File: src/rtl/fetch_pkg.sv
// Shared types and constants for the instruction fetch stage.
// Imported by the fetch interface, skid buffer and stage top.
package fetch_pkg;

  localparam int WIDTH    = 32;
  localparam int PC_STEP  = 4;
  localparam int PC_INDEX = 32;

  typedef logic [WIDTH-1:0] regval_t;

  typedef enum logic [1:0] {
    IDLE,
    REQUEST,
    HOLDING,
    DISCARD
  } fetch_state_t;

  typedef struct packed {
    regval_t instruction;
    regval_t pc;
  } fetch_word_t;

  function automatic regval_t step_pc(input regval_t p);
    return p + regval_t'(PC_STEP);
  endfunction

endpackage

File: src/rtl/fetch_if.sv
// Instruction-memory read bus between fetch (master) and memory (slave).
// Address side is registered in fetch; data side completes a request.
interface fetch_if;
  import fetch_pkg::*;

  logic    address_enable;
  regval_t address;
  regval_t data;
  logic    data_valid;

  modport master (
    output address_enable,
    output address,
    input  data,
    input  data_valid
  );

  modport slave (
    input  address_enable,
    input  address,
    output data,
    output data_valid
  );

endinterface

File: src/rtl/fetch_skid.sv
// One-entry {instruction, pc} buffer catching a word decode cannot take.
// Clear and unload both empty the entry; clear wins over load.
module fetch_skid
  import fetch_pkg::*;
(
  input  logic        clock,
  input  logic        reset,
  input  logic        load,
  input  logic        unload,
  input  logic        clear,
  input  fetch_word_t din,
  output fetch_word_t dout,
  output logic        full
);

  always_ff @(posedge clock or posedge reset) begin
    if (reset) begin
      full <= 1'b0;
      dout <= '0;
    end else if (clear || unload) begin
      full <= 1'b0;
    end else if (load) begin
      full <= 1'b1;
      dout <= din;
    end
  end

endmodule

File: src/rtl/fetch.sv
// Instruction fetch stage: issues memory reads from fetch_pc, presents
// words to decode, absorbs one stalled word and discards flushed fetches.
module fetch
  import fetch_pkg::*;
(
  input  logic    clock,
  input  logic    reset,
  input  regval_t pc_in,
  input  logic    has_flushed,
  fetch_if.master mem,
  input  logic    hold,
  output logic    is_valid,
  output regval_t instruction,
  output regval_t pc,
  output regval_t next_pc
);

  fetch_state_t state, state_n;
  regval_t      fetch_pc, fpc_n;
  logic         accept;
  logic         out_load, out_clear;
  logic         skid_load, skid_unload, skid_clear, skid_full;
  fetch_word_t  out_word, skid_word, mem_word;

  assign accept   = !is_valid || !hold;
  assign next_pc  = step_pc(fetch_pc);
  assign mem_word = '{instruction: mem.data, pc: fetch_pc};

  fetch_skid u_skid (
    .clock  (clock),
    .reset  (reset),
    .load   (skid_load),
    .unload (skid_unload),
    .clear  (skid_clear),
    .din    (mem_word),
    .dout   (skid_word),
    .full   (skid_full)
  );

  always_ff @(posedge clock or posedge reset) begin
    if (reset) begin
      state    <= IDLE;
      fetch_pc <= '0;
    end else begin
      state    <= state_n;
      fetch_pc <= fpc_n;
    end
  end

  always_comb begin
    state_n     = state;
    fpc_n       = fetch_pc;
    out_load    = 1'b0;
    out_clear   = 1'b0;
    out_word    = mem_word;
    skid_load   = 1'b0;
    skid_unload = 1'b0;
    skid_clear  = 1'b0;
    unique case (state)
      IDLE: begin
        state_n = REQUEST;
        fpc_n   = pc_in;
      end
      REQUEST: begin
        if (has_flushed) begin
          fpc_n      = pc_in;
          out_clear  = 1'b1;
          skid_clear = 1'b1;
          state_n    = mem.data_valid ? REQUEST : DISCARD;
        end else if (mem.data_valid) begin
          fpc_n = step_pc(fetch_pc);
          if (accept) begin
            out_load = 1'b1;
          end else begin
            skid_load = 1'b1;
            state_n   = HOLDING;
          end
        end
      end
      HOLDING: begin
        if (has_flushed) begin
          fpc_n      = pc_in;
          out_clear  = 1'b1;
          skid_clear = 1'b1;
          state_n    = REQUEST;
        end else if (!hold && skid_full) begin
          out_load    = 1'b1;
          out_word    = skid_word;
          skid_unload = 1'b1;
          state_n     = REQUEST;
        end
      end
      DISCARD: begin
        // a flush landing with the late data retires that request too
        if (has_flushed) begin
          fpc_n      = pc_in;
          out_clear  = 1'b1;
          skid_clear = 1'b1;
        end
        if (mem.data_valid) begin
          state_n = REQUEST;
        end
      end
      default: state_n = IDLE;
    endcase
  end

  always_ff @(posedge clock or posedge reset) begin
    if (reset) begin
      is_valid    <= 1'b0;
      instruction <= '0;
      pc          <= '0;
    end else if (out_clear) begin
      is_valid <= 1'b0;
    end else if (out_load) begin
      is_valid    <= 1'b1;
      instruction <= out_word.instruction;
      pc          <= out_word.pc;
    end else if (!hold) begin
      is_valid <= 1'b0;
    end
  end

  always_ff @(posedge clock or posedge reset) begin
    if (reset) begin
      mem.address_enable <= 1'b0;
      mem.address        <= '0;
    end else begin
      mem.address_enable <= (state_n == REQUEST);
      if (state_n == REQUEST) begin
        mem.address <= fpc_n;
      end
    end
  end

endmodule

File: src/flat_wrapper.sv
// flat-port wrapper written by rule: the top's interface ports become plain ports
module fetch_flat import fetch_pkg::*;
  (clock, reset, pc_in, has_flushed, hold, is_valid, instruction, pc, next_pc, mem_address_enable, mem_address, mem_data, mem_data_valid);
  fetch_if mem_i ();
  input  logic clock;
  input  logic reset;
  input  regval_t pc_in;
  input  logic has_flushed;
  input  logic hold;
  output logic is_valid;
  output regval_t instruction;
  output regval_t pc;
  output regval_t next_pc;
  output wire logic [$bits(mem_i.address_enable)-1:0] mem_address_enable;
  output wire logic [$bits(mem_i.address)-1:0] mem_address;
  input wire logic [$bits(mem_i.data)-1:0] mem_data;
  input wire logic [$bits(mem_i.data_valid)-1:0] mem_data_valid;
  assign mem_address_enable = mem_i.address_enable;
  assign mem_address = mem_i.address;
  assign mem_i.data = mem_data;
  assign mem_i.data_valid = mem_data_valid;
  fetch u_core (.clock(clock), .reset(reset), .pc_in(pc_in), .has_flushed(has_flushed), .mem(mem_i), .hold(hold), .is_valid(is_valid), .instruction(instruction), .pc(pc), .next_pc(next_pc));
endmodule
File: config.mk
export PLATFORM = sky130hd
export DESIGN_NAME = fetch_flat
export DESIGN_NICKNAME = d
export VERILOG_FILES = /design/src/rtl/fetch_pkg.sv /design/src/rtl/fetch_if.sv /design/src/rtl/fetch_skid.sv /design/src/rtl/fetch.sv /design/src/flat_wrapper.sv
export SDC_FILE = /design/constraint.sdc
export NUM_CORES = 1
export LEC_CHECK = 0
export ABC_AREA = 1
export BUFFER_PORTS_ARGS = -buffer_cell sky130_fd_sc_hd__buf_2
export CORE_MARGIN = 10
export CORE_UTILIZATION = 45
export DETAILED_ROUTE_END_ITERATION = 6
export MAX_ROUTING_LAYER = met4
export PLACE_DENSITY = 0.64
export SKIP_LAST_GASP = 1
export SLEW_MARGIN = 20
export SYNTH_ARGS = -nofsm -noshare
export SYNTH_HDL_FRONTEND = slang
export SYNTH_SLANG_ARGS = --single-unit
File: constraint.sdc
create_clock -name clock -period 9.7 [get_ports clock]
set_input_delay 1.94 -clock clock [delete_from_list [all_inputs] [get_ports clock]]
set_output_delay 1.94 -clock clock [all_outputs]
set_load 0.1 [all_outputs]
==> run_results.csv <==
group,metric,value,unit
sta,fin_crit,4840,ps
synth,yosys_warnings,0,
clock_tree,cts_tree,"done",
route,remaining_drc_errors,0,
clock_tree,clock_tree.root_cell,"sky130_fd_sc_hd__clkbuf_16",
route,final_antenna_net_count,0,
grt,grt_pass1_wl,44.1,mm
grt,grt_pass1_vias,8166,
clock_tree,ctsResizeCount,0,
finish,multi_input_area,4100,sq um
sta,relSlewSlack,31.3,%
floorplanning,floorplan.initialDensity,45.9,%
route,post_drt_wl_per_cell,16.0,microns
clock_tree,cts.reportedPaths.clkPinSlew,80,ps
synth,yosysTopAreaCell,"sky130_fd_sc_hd__dfrtp_1",
min_path,worst_hold_startpoint,"u_core.instruction[20]",
worst_setup_path,cp_cell_sequence,"buf_2, inv_2, nand2_2, nor2_1, o21ai_0, o21ai_0, nand2_1, nand2_2, inv_2, nand3_1, nand2_1",
sta,max_freq,207,MHz
worst_setup_path,worst_r2r_path_depth,8,
synth,synth_fp_nets,1339,
floorplanning,pin_count,199,
floorplanning,core_box_area,21200,sq um
placement,count_of_input_and_output_buffers,198,
clock_tree,post-cts-setup-buffer-count,0,
finish,layout.area.seq,4930,sq um
worst_setup_path,crit_slowest_cell,"sky130_fd_sc_hd__nand2_2",
worst_setup_path,worst_r2r_endpoint,"u_core.pc[9]",
clock_tree,cts.sinks,197,
synth,synth_cell_types,32,
worst_setup_path,worstSetupStartpointType,"primary input",
sta,total_of_endpoints_with_negative_setup_slack_in_the_final_report,0,
finish,area_overhead_vs_synth,17.5,%
clock_tree,cts_hold_buffers,0,
placement,routabilityCongestion,0.949,
synth,avgSynthCellArea,7.68,sq um
placement,detailed_place.area,10800,sq um
finish,fin_util,53.9,%
min_path,min_to,"u_core.instruction[20]",
worst_setup_path,ff_to_ff_start,"u_core.state[1]",
route,drt_iter0_markers,778,
min_path,holdCritPathClass,"register to register",
grt,global_route.usage.total,19.9,%
floorplanning,placementRows,53,
synth,syn_inst,1265,
clock_tree,cts_made_buffers,17,
synth,synth.cell_area,9710,sq um
finish,final_nets,1494,
outcome,run_status,"complete, no violations",
clock_tree,clk-insertion-delay-late,440,ps
worst_setup_path,crit_path_max_incr_delay,620,ps
min_path,instance_count_along_the_most_critical_hold_path,2,
finish,fillers,2066,
floorplanning,fp.dieArea,27900,sq um
route,dr_total_vias,8420,
worst_setup_path,critical_path_arrival,5170,ps
worst_setup_path,crit_required,10030,ps
flow_run,timing.max_cap.violations,0,
grt,grt_max_degree,131,
floorplanning,floorplan.die.width,167,microns
clock_tree,htreeDepth,4,
clock_tree,cts-root-to-sink-buffers,2,
grt,grt_antenna_before_repair,1,
grt,grt-ovfl-total,0,
sta,final-hold-violation-count,0,
sta,tightestPinTransition,1030,ps
floorplanning,chipHeight,167,microns
worst_setup_path,maximum_net_fanout_on_the_critical_path,43,
synth,ys_ff_latch,197,
finish,final_design_area_no_fill,11400,sq um
placement,dp_hpwl,19.2,mm
sta,fin_setup_tns,0,ps
route,viasPerCell,4.93,
sta,finClkSkew,13.0,ps
synth,synth_top_area_share,50.8,%
sta,period_utilisation_layout,49.9,%
sta,rsz0062_at_grt,"false",
worst_setup_path,path_class,"primary input to register",
synth,top_cells_by_area_in_the_synthesized_netlist,"sky130_fd_sc_hd__dfrtp_1 (51%), sky130_fd_sc_hd__nand2_1 (18%), sky130_fd_sc_hd__o21ai_0 (7.6%)",
finish,layout-drive-gt1-share,19.1,%
sta,maxSlewViolCount,0,
worst_setup_path,setup.reg_to_reg.worst_slack,6350,ps
synth,seq_area_frac_synth,50.8,%
route,totalWireLength,27.4,mm
worst_setup_path,cp_capture_type,"register",
route,detailed_router_iteration_count_before_antenna_repair,5,
==> worst max path at each step <==
stage	startpoint	slack, ps	end	cells after the start
global placement	has_flushed	4680	u_core.mem.address[25]	11
CTS	has_flushed	5040	u_core.mem.address[27]	11
detailed placement	has_flushed	4590	u_core.mem.address[20]	11
global route	has_flushed	4580	u_core.mem.address[31]	11
floorplan	reset	2390	u_core.fetch_pc[0]	1
finish	has_flushed	4860	u_core.mem.address[27]	11
==> final cells by class <==
class                      instances  share of cell area [%]
antenna                            1                  0.0219
clock inverter                    15                    1.58
timing repair buffer             201                    8.92
clock buffer                      17                    3.73
multi-input combinational        897                    36.0
sequential                       197                    43.2
tap                              275                    3.02
inverter                         106                    3.55
==> state kept, by name, summed over array words and instances, names as in the netlist <==
signal / cells
u_core.instruction: 32
u_core.mem.address_enable: 1
u_core.state: 2
u_core.fetch_pc: 32
u_core.u_skid.full: 1
u_core.is_valid: 1
u_core.mem.address: 32
u_core.pc: 32
u_core.u_skid.dout: 64
==> through the flow <==
| step | setup WS, ps | hold WS (ps) | instances |
|---|---|---|---|
| 4_1_cts | 5040 | 482 | 1708 |
| 3_5_place_dp | 4590 | 460 | 1676 |
| 2_1_floorplan | 2390 | 448 | 1265 |
| 3_3_place_gp | 4680 | 456 | 1676 |
| 6_report | 4860 | 478 | 1709 |
| 5_1_grt | 4580 | 496 | 1709 |
==> cells by family (layout without fill, tap and decap cells) <==
group           count (synthesis)  after routing  synth area share [%]
buf+inv                       171            339                  7.41
xor+xnor                       14             14                  1.49
compound gates                249            249                  13.6
simple gates                  629            629                  26.1
fa+ha+maj                       5              5                 0.644
flops                         197            197                  50.8
other cells                     0              1                     0
==> Yosys cell counts (all sizes together) <==
cell       n
o31ai      1
and2      10
or2       13
o311ai     1
o211ai     4
ha         5
inv      105
clkinv     1
clkbuf    31
a31o       2
nor2      89
a21boi    13
o2111ai    1
nand2    470
xor2      14
buf       34
dfrtp    197
o21ai    165
nand3     47
a211oi     2
a21oi     60
==> layer usage <==
metal | share of wire, % | vias up | global-route usage, %
li1 | - | 4294 | -
met1 | 51 | 3841 | 28.0
met2 | 43 | 261 | 28.6
met3 | 5.3 | 24 | 4.38
met4 | 1.3 | 0 | 4.51
met5 | 0 | - | -
==> worst max-delay path, delay by kind of cell <==
| kind | cells | cell delay, ps |
|---|---|---|
| AND/OR/NAND/NOR | 6 | 1860 |
| AO/OA/AOI/OAI | 2 | 310 |
| buffers and inverters | 3 | 1020 |
==> cells in the final DEF (no fill, tap or decap), types with 2 or more instances in the layout <==
| master | n |
|---|---|
| sky130_fd_sc_hd__o21ai_0 | 147 |
| sky130_fd_sc_hd__xor2_1 | 11 |
| sky130_fd_sc_hd__a31o_2 | 2 |
| sky130_fd_sc_hd__o211ai_1 | 4 |
| sky130_fd_sc_hd__nand2_2 | 5 |
| sky130_fd_sc_hd__a21oi_1 | 60 |
| sky130_fd_sc_hd__clkinv_4 | 2 |
| sky130_fd_sc_hd__a21boi_0 | 13 |
| sky130_fd_sc_hd__clkinvlp_4 | 2 |
| sky130_fd_sc_hd__nand3_1 | 46 |
| sky130_fd_sc_hd__clkbuf_16 | 17 |
| sky130_fd_sc_hd__a211oi_1 | 2 |
| sky130_fd_sc_hd__buf_2 | 198 |
| sky130_fd_sc_hd__dfrtp_1 | 197 |
| sky130_fd_sc_hd__and2_1 | 10 |
| sky130_fd_sc_hd__xor2_2 | 3 |
| sky130_fd_sc_hd__ha_1 | 4 |
| sky130_fd_sc_hd__buf_4 | 2 |
| sky130_fd_sc_hd__inv_8 | 7 |
| sky130_fd_sc_hd__inv_6 | 2 |
| sky130_fd_sc_hd__inv_1 | 100 |
| sky130_fd_sc_hd__inv_2 | 4 |
| sky130_fd_sc_hd__nand2_1 | 463 |
| sky130_fd_sc_hd__or2_2 | 13 |
| sky130_fd_sc_hd__nor2_1 | 82 |
| sky130_fd_sc_hd__o21ai_1 | 18 |
| sky130_fd_sc_hd__nor2_4 | 6 |
Power is left out: the tool's default activity adds up to more than one toggle a clock period on the data nets, which glitch-free logic cannot reach.
